`config.mk`:
```
export PLATFORM = sky130hd
export DESIGN_NAME = gate_sequencer
export DESIGN_NICKNAME = d
export VERILOG_FILES = /design/src/rtl/gate_pkg.sv /design/src/rtl/gate_sequencer_phase_timer.sv /design/src/rtl/gate_sequencer.sv
export SDC_FILE = /design/constraint.sdc
export NUM_CORES = 1
export LEC_CHECK = 0
export CAP_MARGIN = 20
export CORE_MARGIN = 4
export CORE_UTILIZATION = 48
export DETAILED_ROUTE_END_ITERATION = 7
export GPL_ROUTABILITY_DRIVEN = 0
export PLACE_DENSITY_LB_ADDON = 0.05
export SKIP_CTS_REPAIR_TIMING = 1
export SYNTH_ARGS = -nofsm -noshare
export SYNTH_HDL_FRONTEND = slang
export SYNTH_SLANG_ARGS = --single-unit
```
`constraint.sdc`:
```
create_clock -name clk -period 2.95 [get_ports clk]
set_input_delay 0.7375 -clock clk [delete_from_list [all_inputs] [get_ports clk]]
set_output_delay 0.7375 -clock clk [all_outputs]
set_load 0.02 [all_outputs]
```
`src/rtl/gate_pkg.sv`:
```
`default_nettype none
// +----------------------------------------------------------------+
// | gate_pkg: shared states, command codes and control encodings   |
// | Revision: 1.0                                                  |
// +----------------------------------------------------------------+
package gate_pkg;

  typedef enum logic [2:0] {
    IDLE   = 3'd0,
    RAISE  = 3'd1,
    HOLD   = 3'd2,
    OPENED = 3'd3,
    LOWER  = 3'd4
  } state_t;

  typedef enum logic {
    MODE_CYCLE = 1'b0,
    MODE_OPEN  = 1'b1
  } mode_t;

  localparam int unsigned CMD_CYCLE = 1;
  localparam int unsigned CMD_OPEN  = 2;
  localparam int unsigned CMD_CLOSE = 3;

  localparam logic [2:0] CTL_STOP = 3'b001;
  localparam logic [2:0] CTL_HIGH = 3'b010;
  localparam logic [2:0] CTL_LOW  = 3'b100;

  function automatic logic [2:0] ctl_of(input state_t s);
    case (s)
      RAISE:   ctl_of = CTL_HIGH;
      LOWER:   ctl_of = CTL_LOW;
      default: ctl_of = CTL_STOP;
    endcase
  endfunction

endpackage
`default_nettype wire

```
`src/rtl/gate_sequencer_phase_timer.sv`:
```
`default_nettype none
// +----------------------------------------------------------------+
// | phase_timer: phase counter flagging the last cycle of a phase  |
// | Revision: 1.0                                                  |
// +----------------------------------------------------------------+
module phase_timer #(
  parameter int CNT_W = 16
) (
  input  logic             clk,
  input  logic             rst,
  input  logic             clr,
  input  logic             en,
  input  logic [CNT_W-1:0] term,
  output logic             last
);

  logic [CNT_W-1:0] r_count;

  assign last = (r_count == term - CNT_W'(1));

  // Holding at term-1 keeps the counter from ever wrapping.
  always_ff @(posedge clk or posedge rst) begin
    if (rst) begin
      r_count <= '0;
    end else if (clr) begin
      r_count <= '0;
    end else if (en && !last) begin
      r_count <= r_count + CNT_W'(1);
    end
  end

endmodule
`default_nettype wire

```
`src/rtl/gate_sequencer.sv`:
```
`default_nettype none
// +----------------------------------------------------------------+
// | gate_sequencer: command-driven gate motor sequencer            |
// | Revision: 1.0                                                  |
// +----------------------------------------------------------------+
module gate_sequencer
  import gate_pkg::*;
#(
  parameter int DATA_W       = 32,
  parameter int CNT_W        = 16,
  parameter int RAISE_CYCLES = 5,
  parameter int HOLD_CYCLES  = 5,
  parameter int LOWER_CYCLES = 5
) (
  input  logic              clk,
  input  logic              rst,
  input  logic              tx,
  input  logic [DATA_W-1:0] dataIn,
  input  logic              obstacle,
  output logic              ready,
  output logic [2:0]        controlOut,
  output logic              done,
  output logic              cmd_err
);

  localparam logic [CNT_W-1:0] RAISE_T = CNT_W'(RAISE_CYCLES);
  localparam logic [CNT_W-1:0] HOLD_T  = CNT_W'(HOLD_CYCLES);
  localparam logic [CNT_W-1:0] LOWER_T = CNT_W'(LOWER_CYCLES);

  state_t           r_state;
  mode_t            r_mode;
  state_t           w_next;
  mode_t            w_mode_next;
  logic             w_err;
  logic             w_done;
  logic             w_accept;
  logic             w_is_cycle;
  logic             w_is_open;
  logic             w_is_close;
  logic             w_last;
  logic             w_en;
  logic             w_clr;
  logic [CNT_W-1:0] w_term;

  assign ready      = (r_state == IDLE) || (r_state == HOLD) || (r_state == OPENED);
  assign w_accept   = tx && ready;
  assign w_is_cycle = (dataIn == DATA_W'(CMD_CYCLE));
  assign w_is_open  = (dataIn == DATA_W'(CMD_OPEN));
  assign w_is_close = (dataIn == DATA_W'(CMD_CLOSE));

  assign w_en  = (r_state == RAISE) || (r_state == HOLD) || (r_state == LOWER);
  assign w_clr = (w_next != r_state);

  always_comb begin
    case (r_state)
      RAISE:   w_term = RAISE_T;
      HOLD:    w_term = HOLD_T;
      LOWER:   w_term = LOWER_T;
      default: w_term = CNT_W'(1);
    endcase
  end

  phase_timer #(
    .CNT_W (CNT_W)
  ) u_timer (
    .clk  (clk),
    .rst  (rst),
    .clr  (w_clr),
    .en   (w_en),
    .term (w_term),
    .last (w_last)
  );

  always_comb begin
    w_next      = r_state;
    w_mode_next = r_mode;
    w_err       = 1'b0;
    w_done      = 1'b0;
    case (r_state)
      IDLE: begin
        if (w_accept) begin
          if (w_is_cycle) begin
            w_next      = RAISE;
            w_mode_next = MODE_CYCLE;
          end else if (w_is_open) begin
            w_next      = RAISE;
            w_mode_next = MODE_OPEN;
          end else begin
            w_err = 1'b1;
          end
        end
      end
      RAISE: begin
        if (w_last) begin
          w_next = (r_mode == MODE_OPEN) ? OPENED : HOLD;
        end
      end
      HOLD: begin
        // A CLOSE landing on the final hold cycle simply merges with the timeout.
        if (w_accept) begin
          if (w_is_close) begin
            w_next = LOWER;
          end else begin
            w_err = 1'b1;
          end
        end else if (w_last) begin
          w_next = LOWER;
        end
      end
      OPENED: begin
        if (w_accept) begin
          if (w_is_close) begin
            w_next = LOWER;
          end else begin
            w_err = 1'b1;
          end
        end
      end
      LOWER: begin
        // Obstacle reversal outranks completion, so no done on a reversed close.
        if (obstacle) begin
          w_next      = RAISE;
          w_mode_next = MODE_OPEN;
        end else if (w_last) begin
          w_next = IDLE;
          w_done = 1'b1;
        end
      end
      default: begin
        w_next = IDLE;
      end
    endcase
  end

  always_ff @(posedge clk or posedge rst) begin
    if (rst) begin
      r_state    <= IDLE;
      r_mode     <= MODE_CYCLE;
      controlOut <= CTL_STOP;
      done       <= 1'b0;
      cmd_err    <= 1'b0;
    end else begin
      r_state    <= w_next;
      r_mode     <= w_mode_next;
      controlOut <= ctl_of(w_next);
      done       <= w_done;
      cmd_err    <= w_err;
    end
  end

endmodule
`default_nettype wire

```
==> flow_summary.yaml <==
run_status:
  status: "completed"
detailed_routing:
  ant_nets: 0
  drtIter0Drc: 84
  drcViolationCount: 0
  drt_first_pass_iters: 4
  wl_per_cell_um: 15.21
  drt-total-wl_mm: 3.879
  vias_per_cell: 5.694
  vias: 1452
placed_design:
  dp_slack_ns: 0.1115
  dpl.hpwl_mm: 3.059
  port_buffers: 41
critical_path:
  worstSetupStartpointType: "flip-flop"
  crit_fanout: 15
  critical_path_class: "flip-flop to output port"
  endpoint_kind: "output port"
  worstPathRequired_ns: 2.21
  crit_arrival_ns: 1.89
  reg2regPathDepth: 8
sta:
  tns_ns: 0
  finClkSkew_ns: 0.002387
  setup_viol: 0
  period_minus_slack_ns: 2.630
  period_share_pct: 89.16
  tightest_slew_ns: 0.6953
  slew_headroom_pct: 53.48
  slew_violations: 0
  rsz0062_at_grt: "no"
  fin_ws_ns: 0.3198
  hold_viol_final: 0
  max_freq_mhz: 380.2
yosys:
  synth_cells: 168
  syn_nets: 206
  syn_avg_cell_area_um2: 9.295
  synth_warnings: 0
  synth_edf_count: 0
  yosysMostFrequentCell: "dfrtp_1"
  seq_area_frac_synth_pct: 40.14
  synth_top_area_cell: "dfrtp_1"
  yosysTopAreaCellShare_pct: 38.46
  synth_commonest_cells: "dfrtp_1 (24), nor2_1 (16), nand2_1 (14)"
  synth_ff_type: "dfrtp_1"
  ys_top_cells_by_area: "dfrtp_1 (38%), xor2_1 (6.7%), nor2_2 (4.4%)"
  synth.cell_area_mm2: 0.001561
  synth_cell_types: 45
  async_flop_share_pct: 100.0
  synth-seq-cells: 25
floorplanning:
  die_h_um: 65.04
  core.rowCount: 20
  start_util_pct: 50.73
  dieArea_mm2: 0.004230
  die_w_um: 65.04
  ioPinCount: 42
  design.core.area_mm2: 0.003078
layout:
  area_growth_pct: 30.61
  diodes: 0
  post-route-util_pct: 66.26
  drive_above_1_share_pct: 13.27
  layout.nets: 250
clock_tree:
  clk_path_buf_depth: 2
  htreeDepth: 1
  cts_buffers: 3
  cts_root_buffer: "clkbuf_4"
  cts_sinks: 25
  cts_tree: "built"
  worstSkewPairLatency_ns: 0.32
  clkTransAtPathRegs_ns: 0.13
global_route:
  grt.overflow.total: 0
  grt_max_degree: 26
  grt_first_pass_wirelength_mm: 6.637
  antenna_found_initial: 0
  grt.total_usage_pct: 20.12
  grt_pass1_vias: 1476
run:
  cap_violations: 0
pwr:
  leakage_uw: 0.0008745
  power.density_mw_per_mm2: 587.9
  ir_drop_v: 0.0003322
min_path:
  hold_depth: 2
  hp-class: "flip-flop to flip-flop"
[metrics by stage]
| stage | area (um^2) | total power, uW | instances | hold WS, ns |
|---|---|---|---|---|
| after floorplan | 1562 | 891.0 | 168 | 0.5080 |
| after global placement | 2013 | 1023 | 251 | 0.5360 |
| after detailed placement | 2013 | 1052 | 251 | 0.5289 |
| after CTS | 2039 | 1204 | 255 | 0.5633 |
| after global routing | 2039 | 1294 | 255 | 0.5961 |
| final | 2039 | 1199 | 255 | 0.5545 |
[worst paths after layout]
| check | startpoint | endpoint | slack [ns] |
|---|---|---|---|
| worst max-delay path | r_state[1] | ready | 0.32 |
| worst min-delay path | u_timer.r_count[15] | u_timer.r_count[15] | 0.55 |
| worst max register to register | u_timer.r_count[0] | u_timer.r_count[2] | 0.43 |
| worst min register to register | u_timer.r_count[15] | u_timer.r_count[15] | 0.55 |
| max in group asynchronous | rst | controlOut[0] | 1.91 |
| min in group asynchronous | rst | u_timer.r_count[8] | 0.75 |
[cell families after synthesis]
group                      after synthesis  share of synthesized area [%]
DFF                                     25                          40.14
AOI/OAI and AO/OA                       23                          10.74
muxes                                    1                         0.6411
buffers and inverters                   11                          3.525
and+or+nand+nor                         89                          33.81
xor gates and xnor gates                17                          9.535
adders and majority gates                2                          1.602
[cells in the final DEF (no fill, tap or decap), types with 4 or more instances in the layout]
cell	Yosys	final
nor4_1	11	11
inv_1	7	7
nand3_1	8	8
nor2_2	11	11
o21ai_0	4	4
nor2_1	16	16
and3_1	4	4
a21oi_1	5	5
xor2_1	12	12
nand4_1	7	7
nand2_1	14	14
dfrtp_1	24	24
xnor2_1	5	5
clkdlybuf4s50_1	0	41
[flip-flops by register name, summed over array words and instances, names as in the netlist]
register         flops
u_timer.r_count     16
controlOut           3
r_state              3
cmd_err              1
done                 1
r_mode               1
[final cells by class]
type                    instances  area, um^2
clock buffers                   4       26.28
fillers                       276        1039
multi-input cells             132       879.6
inverters                       7       26.28
repair buffers                 43       425.4
well taps                      44       55.05
flip-flops and latches         25       626.9
[worst max-delay path: stages (launching register included)]
cell and delay, ns:
dfrtp_1 0.64, inv_1 0.11, a21oi_1 0.20, clkdlybuf4s50_1 0.63
[power by group]
part | switching (uW) | total [uW] | leakage (uW) | internal [uW]
sequential | 87.5 | 489 | 0.000332 | 402
combinational | 310 | 558 | 0.000528 | 249
clock | 98.6 | 152 | 0.0000150 | 52.9
total | 496 | 1200 | 0.000874 | 703
[per-layer routing]
| layer | part of all wire, % | up-vias | GRT usage (%) | wire (um) |
|---|---|---|---|---|
| li1 | - | 697 | - | - |
| met1 | 41 | 718 | 23.17 | 1583 |
| met2 | 53 | 28 | 36.27 | 2070 |
| met3 | 3.9 | 9 | 4.679 | 150 |
| met4 | 1.9 | 0 | 6.995 | 74 |
| met5 | 0 | - | 0 | 0 |
(Power assumes the default switching activity.)
